`config.mk`:
```
export PLATFORM = sky130hd
export DESIGN_NAME = letc_core_limp_arbiter
export DESIGN_NICKNAME = d
export VERILOG_FILES = /design/src/rtl/letc_core_pkg.sv /design/src/rtl/letc_core_rr_picker.sv /design/src/rtl/letc_core_limp_arbiter.sv
export SDC_FILE = /design/constraint.sdc
export NUM_CORES = 1
export LEC_CHECK = 0
export ABC_AREA = 0
export CAP_MARGIN = 20
export CORE_AREA = 2 2 152 154
export DETAILED_ROUTE_END_ITERATION = 10
export DIE_AREA = 0 0 154 156
export GPL_TIMING_DRIVEN = 0
export HOLD_SLACK_MARGIN = 0.12
export MAX_ROUTING_LAYER = met4
export SYNTH_ARGS = -nofsm -noshare
export SYNTH_HDL_FRONTEND = slang
export SYNTH_SLANG_ARGS = --single-unit
```
`constraint.sdc`:
```
create_clock -name i_clk -period 5.3 [get_ports i_clk]
set_input_delay 1.06 -clock i_clk [delete_from_list [all_inputs] [get_ports i_clk]]
set_output_delay 1.06 -clock i_clk [all_outputs]
set_load 0.02 [all_outputs]
```
`src/rtl/letc_core_pkg.sv`:
```
// Shared LETC Core types and constants for the LIMP request fabric.
// Contents: LIMP access-size encoding, arbiter FSM state encoding,
// default requester count and an index-width helper.
package letc_core_pkg;

    localparam int unsigned LIMP_DEFAULT_NUM_CH = 3;
    localparam int unsigned LIMP_SIZE_W         = 2;

    typedef enum logic [LIMP_SIZE_W-1:0] {
        BYTE = 2'b00,
        HALF = 2'b01,
        WORD = 2'b10
    } limp_size_e;

    typedef enum logic {
        IDLE = 1'b0,
        BUSY = 1'b1
    } limp_arb_state_e;

    // Index width for n channels; never narrower than one bit.
    function automatic int unsigned idx_width(input int unsigned n);
        return (n > 1) ? $clog2(n) : 1;
    endfunction

endpackage

```
`src/rtl/letc_core_rr_picker.sv`:
```
// Combinational round-robin picker.
// Scans i_req starting at i_ptr and wrapping around; returns the first set
// index. Reusable for any rotating-priority arbiter.
// Ports:
//   i_req  [NUM_CH]  request vector
//   i_ptr  [IDX_W]   highest-priority index (must be < NUM_CH)
//   o_idx  [IDX_W]   winning index (0 when nothing requests)
//   o_any  [1]       at least one request is set
module letc_core_rr_picker
    import letc_core_pkg::*;
#(
    parameter int unsigned NUM_CH = LIMP_DEFAULT_NUM_CH,
    parameter int unsigned IDX_W  = idx_width(NUM_CH)
) (
    input  logic [NUM_CH-1:0] i_req,
    input  logic [IDX_W-1:0]  i_ptr,
    output logic [IDX_W-1:0]  o_idx,
    output logic              o_any
);

    // First hit wins; later hits are ignored once o_any is set.
    always_comb begin
        int unsigned ch;
        ch    = 0;
        o_idx = '0;
        o_any = 1'b0;
        for (int unsigned off = 0; off < NUM_CH; off++) begin
            ch = (32'(i_ptr) + off) % NUM_CH;
            if (!o_any && i_req[IDX_W'(ch)]) begin
                o_any = 1'b1;
                o_idx = IDX_W'(ch);
            end
        end
    end

endmodule

```
`src/rtl/letc_core_limp_arbiter.sv`:
```
// Round-robin N-to-1 arbiter for LIMP memory-request channels.
// A grant is held from selection until the downstream completion strobe;
// request fields, ready and response are steered combinationally.
// Optional macro LETC_CORE_LIMP_ARB_PERF_EN enables saturating per-channel
// completed-grant counters on o_grant_cnt (tied to 0 otherwise).
// Ports:
//   i_clk, i_rst            clock, async active-high reset
//   i_req_*                 per-channel request valid/type/size/addr/wdata
//   o_req_ready             per-channel one-cycle completion strobe
//   o_rsp_rdata/illegal     downstream response, broadcast to all channels
//   o_dn_*, i_dn_*          single downstream LIMP port
//   o_grant_cnt             per-channel completion counters
module letc_core_limp_arbiter
    import letc_core_pkg::*;
#(
    parameter int unsigned NUM_CH = LIMP_DEFAULT_NUM_CH,
    parameter int unsigned ADDR_W = 32,
    parameter int unsigned DATA_W = 32,
    parameter int unsigned CNT_W  = 16
) (
    input  logic                          i_clk,
    input  logic                          i_rst,
    input  logic [NUM_CH-1:0]             i_req_valid,
    output logic [NUM_CH-1:0]             o_req_ready,
    input  logic [NUM_CH-1:0]             i_req_wen_nren,
    input  logic [NUM_CH*LIMP_SIZE_W-1:0] i_req_size,
    input  logic [NUM_CH*ADDR_W-1:0]      i_req_addr,
    input  logic [NUM_CH*DATA_W-1:0]      i_req_wdata,
    output logic [DATA_W-1:0]             o_rsp_rdata,
    output logic                          o_rsp_illegal,
    output logic                          o_dn_valid,
    input  logic                          i_dn_ready,
    output logic                          o_dn_wen_nren,
    output logic [LIMP_SIZE_W-1:0]        o_dn_size,
    output logic [ADDR_W-1:0]             o_dn_addr,
    output logic [DATA_W-1:0]             o_dn_wdata,
    input  logic [DATA_W-1:0]             i_dn_rdata,
    input  logic                          i_dn_illegal,
    output logic [NUM_CH*CNT_W-1:0]       o_grant_cnt
);

    localparam int unsigned IDX_W = idx_width(NUM_CH);

    limp_arb_state_e  state_q, state_d;
    logic [IDX_W-1:0] grant_q, grant_d;
    logic [IDX_W-1:0] rr_q, rr_d;
    logic [IDX_W-1:0] pick_idx;
    logic             pick_any;

    logic [LIMP_SIZE_W-1:0] size_a  [NUM_CH];
    logic [ADDR_W-1:0]      addr_a  [NUM_CH];
    logic [DATA_W-1:0]      wdata_a [NUM_CH];

    // Split flattened per-channel buses for indexed selection.
    for (genvar g = 0; g < NUM_CH; g++) begin : g_unpack
        assign size_a[g]  = i_req_size[g*LIMP_SIZE_W +: LIMP_SIZE_W];
        assign addr_a[g]  = i_req_addr[g*ADDR_W +: ADDR_W];
        assign wdata_a[g] = i_req_wdata[g*DATA_W +: DATA_W];
    end

    letc_core_rr_picker #(
        .NUM_CH (NUM_CH),
        .IDX_W  (IDX_W)
    ) u_picker (
        .i_req  (i_req_valid),
        .i_ptr  (rr_q),
        .o_idx  (pick_idx),
        .o_any  (pick_any)
    );

    // State register.
    always_ff @(posedge i_clk or posedge i_rst) begin
        if (i_rst) begin
            state_q <= IDLE;
            grant_q <= '0;
            rr_q    <= '0;
        end else begin
            state_q <= state_d;
            grant_q <= grant_d;
            rr_q    <= rr_d;
        end
    end

    // Next-state: grant on any request in IDLE, release on completion.
    always_comb begin
        state_d = state_q;
        grant_d = grant_q;
        rr_d    = rr_q;
        unique case (state_q)
            IDLE: begin
                if (pick_any) begin
                    grant_d = pick_idx;
                    state_d = BUSY;
                end
            end
            BUSY: begin
                if (i_dn_ready) begin
                    // Pointer moves just past the served channel, wrapping at NUM_CH-1.
                    if (32'(grant_q) == NUM_CH - 1) rr_d = '0;
                    else                            rr_d = grant_q + IDX_W'(1);
                    state_d = IDLE;
                end
            end
            default: state_d = IDLE;
        endcase
    end

    // Outputs: granted channel steered through while BUSY, zeros in IDLE.
    always_comb begin
        o_dn_valid    = 1'b0;
        o_dn_wen_nren = 1'b0;
        o_dn_size     = '0;
        o_dn_addr     = '0;
        o_dn_wdata    = '0;
        o_req_ready   = '0;
        o_rsp_rdata   = '0;
        o_rsp_illegal = 1'b0;
        if (state_q == BUSY) begin
            o_dn_valid           = 1'b1;
            o_dn_wen_nren        = i_req_wen_nren[grant_q];
            o_dn_size            = size_a[grant_q];
            o_dn_addr            = addr_a[grant_q];
            o_dn_wdata           = wdata_a[grant_q];
            o_req_ready[grant_q] = i_dn_ready;
            o_rsp_rdata          = i_dn_rdata;
            o_rsp_illegal        = i_dn_illegal;
        end
    end

`ifdef LETC_CORE_LIMP_ARB_PERF_EN
    logic [CNT_W-1:0] cnt_q [NUM_CH];

    // Saturating completion counters.
    always_ff @(posedge i_clk or posedge i_rst) begin
        if (i_rst) begin
            for (int unsigned i = 0; i < NUM_CH; i++) cnt_q[i] <= '0;
        end else begin
            for (int unsigned i = 0; i < NUM_CH; i++) begin
                if (o_req_ready[i] && (cnt_q[i] != '1)) cnt_q[i] <= cnt_q[i] + CNT_W'(1);
            end
        end
    end

    for (genvar g = 0; g < NUM_CH; g++) begin : g_cnt_out
        assign o_grant_cnt[g*CNT_W +: CNT_W] = cnt_q[g];
    end
`else
    assign o_grant_cnt = '0;
`endif

`ifndef SYNTHESIS
    // The granted requester must hold valid until its completion strobe.
    a_valid_held: assert property (@(posedge i_clk) disable iff (i_rst)
        (state_q == BUSY && !i_dn_ready) |=> i_req_valid[grant_q]);
`endif

endmodule

```
# == Word level (Yosys, flattened, before mapping) ==
# Index checks and enable logic that the tools add are counted.
# totals
regBits,5
in_bits,240
out_inout_bits,152
wordCells,63
# classes
add_sub_neg,3
n_div,3
magnitude_cmp,6
eq_ne,1
n_mux,37
n_bitwise,3
n_reduce_logical,7
# op_table
operator,count
$mux W32,7
$bmux W32 S2,2
$mod A32 B2 Y32 const B,2
$mod A2 B2 Y32 const B,1
$mux W2,7
$mux W1,13
$lt A2 B3 Y1 const B,4
$bmux W1 S2,4
$bmux W2 S2,1
$reduce_and A2 Y1,2
$add A2 B1 Y3 const B,1
$add A2 B2 Y3 const B,1
$and A3 B3 Y3,1
$ge A3 B3 Y1 const B,1
$logic_and A1 B1 Y1,3
$mux W3,1
$not A2 Y3,1
$add A2 B1 Y2 const B,1
$demux W1 S2,1
$eq A2 B2 Y1 const B,1
$ge A2 B1 Y1 const B,1
$logic_not A1 Y1,2
$pmux W1 S2,1
$not A1 Y1,1

# == Logic depth before layout (Yosys ltp) ==
# depth
depth_word,12
depth_mapped,7
mapped_depth_nobuf,6

# == Hierarchy ==
# Synthesis repeated with hierarchy kept, for this count alone.
# unflattened
cells_unflattened,434
area_unflattened_um2,3209.3
# modules_own_cells
mod,n_inst,cells_per_inst,area_each_um2,seq_area_each_um2
letc_core_limp_arbiter,1,408,3009.1,125.1
letc_core_rr_picker,1,26,200.2,0.0

# == Worst setup path after synthesis ==
# Ideal clock, no wire load.
# synth_timing
path_kind,input port to output port
start,input port i_dn_ready
end,output port o_req_ready[1]
t_arrival_ns,1.777
required_ns,4.240
slack_ns,2.463
path_stages,2
path_buffers,0
path_cell_list,nand2_1 > nor3b_1
# synth_via
elab_chain_len,2
# synth_rtl
item,line_no,text
from (decl),letc_core_limp_arbiter.sv:32,"input logic i_dn_ready,"
$and A3 B3 Y3 (no source line),n/a,
$mux W3,letc_core_limp_arbiter.sv:118,if (state_q == BUSY) begin
to (decl),letc_core_limp_arbiter.sv:24,"output logic [NUM_CH-1:0] o_req_ready,"
# Every way passes these cells.

# == Worst setup path in the final report ==
# Same ends and word-level chain as after synthesis.

==> qor.yml <==
place.gp.congestion: 0.7818
crit_chain: "clkdlybuf4s50_1 > nand2_1 > nor3b_1 > clkdlybuf4s50_1"
io_buffers: 343
crit_cells: 4
grt_pass1_vias: 4384
post-route-drc-count: 0
yosys.cell_types.count: 37
slew_viol_final: 0
power_density_mw_per_mm2: 389.5
ff2ff_setup_slack_ps: 3410
vias_per_cell: 3.839
cap_violations: 0
gr-total-overflow: 0
vias: 4304
dp_hpwl_um: 14080
area_growth_pct: 147.5
timing.critical_path.from: "i_dn_ready"
synth_cells: 441
r2r_start: "rr_q[0]"
netlist_top_cells_area: "mux2i_1, nor2_1, buf_4"
cts_buffers: 3
critPathMaxFanout: 6
crit_path_frequent_cell: "clkdlybuf4s50_1"
htree_levels: 1
die_y_um: 156
critPathTopFamily: "buffers and inverters"
hold_viol: 0
synth_top_area_share_pct: 24.44
cts.reportedPaths.clkPinSlew_ps: 30
grt_pass1_wl_um: 24170
setup_viol: 0
grt_max_degree: 11
cts_hold_buf: 0
ys_ff_latch: 5
fin_tns_setup_ps: 0
cts_resized: 0
combPwrFrac_pct: 93.0
worst_ep_required_time_ps: 4240
rsz0062_at_grt: "false"
crit_path_end: "o_req_ready[1]"
yosys.area.top_type: "mux2i_1"
clock_latency_ps: 230
max_freq_mhz: 271.4
critPathBufInv: 2
p_leak_nw: 2.831
p_clk_share_pct: 4.7
die_area_mm2: 0.02402
timing.rr.end: "grant_q[0]"
clock_path_buffers: 2
cts.sinks: 5
endpoint_kind: "output port"
drt_pre_antenna_iters: 4
cp-start-kind: "input port"
antenna_found_initial: 1
die_w_um: 154
syn_area_mm2: 0.002744
ant_nets: 0
p_switching_w: 0.001361
vdd_ir_drop_max_uv: 183.1
rows: 55
min_path_type: "reg2reg"
core-area_mm2: 0.02237
synth_seq_area_share_pct: 4.560
grt_usage_pct: 13.18
relSlewSlack_pct: 54.62
cts_root_buffer: "clkbuf_16"
cp_slowest_stage_delay_ps: 660
crit_type: "in2out"
fin_crit_ps: 3685
synthFlopType: "dfrtp_1"
ios: 392
final_nets: 1079
power.internal_w: 0.001284
start_util_pct: 12.27
syn_area_per_cell_um2: 6.222
synth_edf_count: 0
fin_crit_sh_pct: 69.53
outcome: "complete, no violations"
cp_slowest_cell: "clkdlybuf4s50_1"
cp_data_arrival_time_ps: 2630
ys.warnings.count: 0
first_iter_violations: 141
wirelength_um: 16740
layout-drive-gt1-share_pct: 9.341
p_sw_share_pct: 51.45
clock_skew_ps: 2.467
finish.utilization_pct: 30.37
async_flop_share_pct: 100.0
pwr-share-seq_pct: 2.4
wl_per_cell_um: 14.93
tightest_slew_ps: 680.7
r2r_cells: 7
post_cts_buffers: 0
tritoncts: "yes"
cell usage in the layout, fill, tap and decap left out, types with 4 or more instances in the layout:
| cell type | n |
|---|---|
| dfrtp_1 | 5 |
| a21oi_1 | 67 |
| nor2_1 | 136 |
| nor2b_1 | 8 |
| buf_4 | 49 |
| clkbuf_1 | 16 |
| buf_2 | 16 |
| mux2i_1 | 67 |
| clkdlybuf4s50_1 | 343 |
| and2_1 | 33 |
| conb_1 | 48 |
| nand2_1 | 5 |
| inv_1 | 4 |
sequential cells by signal, summed over array words and instances (netlist names):
| signal | count |
|---|---|
| rr_q | 2 |
| state_q | 1 |
| grant_q | 2 |
metrics by stage:
stage / cell area (µm²) / power [W] / worst slack [ps] / hold WS [ps] / instances
after floorplan: 2920 / 0.001432 / 2463 / 476.1 / 488
after global placement: 6710 / 0.002548 / 1610 / 519.3 / 1116
after detailed placement: 6710 / 0.002553 / 1580 / 517.5 / 1116
after CTS: 6789 / 0.002693 / 1578 / 524.8 / 1120
after global routing: 6792 / 0.002864 / 1499 / 541.4 / 1121
final: 6792 / 0.002645 / 1615 / 517.6 / 1121
cell type report:
cell class | count | area (µm²)
flip-flops and latches | 5 | 125.1
well taps | 285 | 356.6
multi-input cells | 393 | 2238
repair buffers | 343 | 3433
diodes | 1 | 2.502
inverters | 5 | 18.77
clock buffers | 4 | 78.83
plain buffers | 85 | 538.0
fillers | 2508 | 15570
Yosys cell counts, types with 2 or more instances:
cell type	number
buf_6	2
buf_2	16
and2_1	33
buf_4	49
a21o_1	2
nor2b_1	8
a32o_2	2
ha_1	3
a21oi_1	67
nor2_1	136
nand2_1	5
clkbuf_1	15
buf_1	3
dfrtp_1	5
mux2i_1	67
inv_1	4
nor3b_1	2
o21ai_0	3
layer usage:
layer / GRT usage [%] / share of wire (%) / up-vias / routed length (µm)
met4: 1.335 / 0.82 / 0 / 137
met3: 2.083 / 6.8 / 10 / 1143
met1: 15.29 / 42 / 1895 / 6973
met2: 24.69 / 51 / 238 / 8486
li1: - / - / 2161 / -
met5: - / 0 / - / 0
cell families (layout without fill, tap and decap cells):
kind of cell | Yosys count | in the layout | share of synthesized area (%)
flops | 5 | 5 | 4.560
simple gates | 189 | 189 | 30.42
fa+ha+maj | 3 | 3 | 1.368
mux | 69 | 69 | 25.67
compound gates | 84 | 84 | 17.56
buf+inv | 90 | 437 | 20.29
other cells | 1 | 49 | 0.1367
power groups by stage:
stage	clock network (W)	logic, W	registers [W]
2_1_floorplan	0	0.00137	0.0000658
3_3_place_gp	0	0.00248	0.0000635
3_5_place_dp	0	0.00249	0.0000634
4_1_cts	0.000124	0.00251	0.0000629
5_1_grt	0.000127	0.00267	0.0000646
6_report	0.000123	0.00246	0.0000625
worst min path at each step:
stage	from	cells after the start	to	slack, ps
floorplan	rr_q[1]	1	rr_q[1]	480
global placement	rr_q[1]	1	rr_q[1]	520
detailed placement	rr_q[1]	1	rr_q[1]	520
CTS	rr_q[1]	1	rr_q[1]	520
global route	rr_q[1]	1	rr_q[1]	540
finish	rr_q[1]	1	rr_q[1]	520
Power figures use the tool's default switching activity.
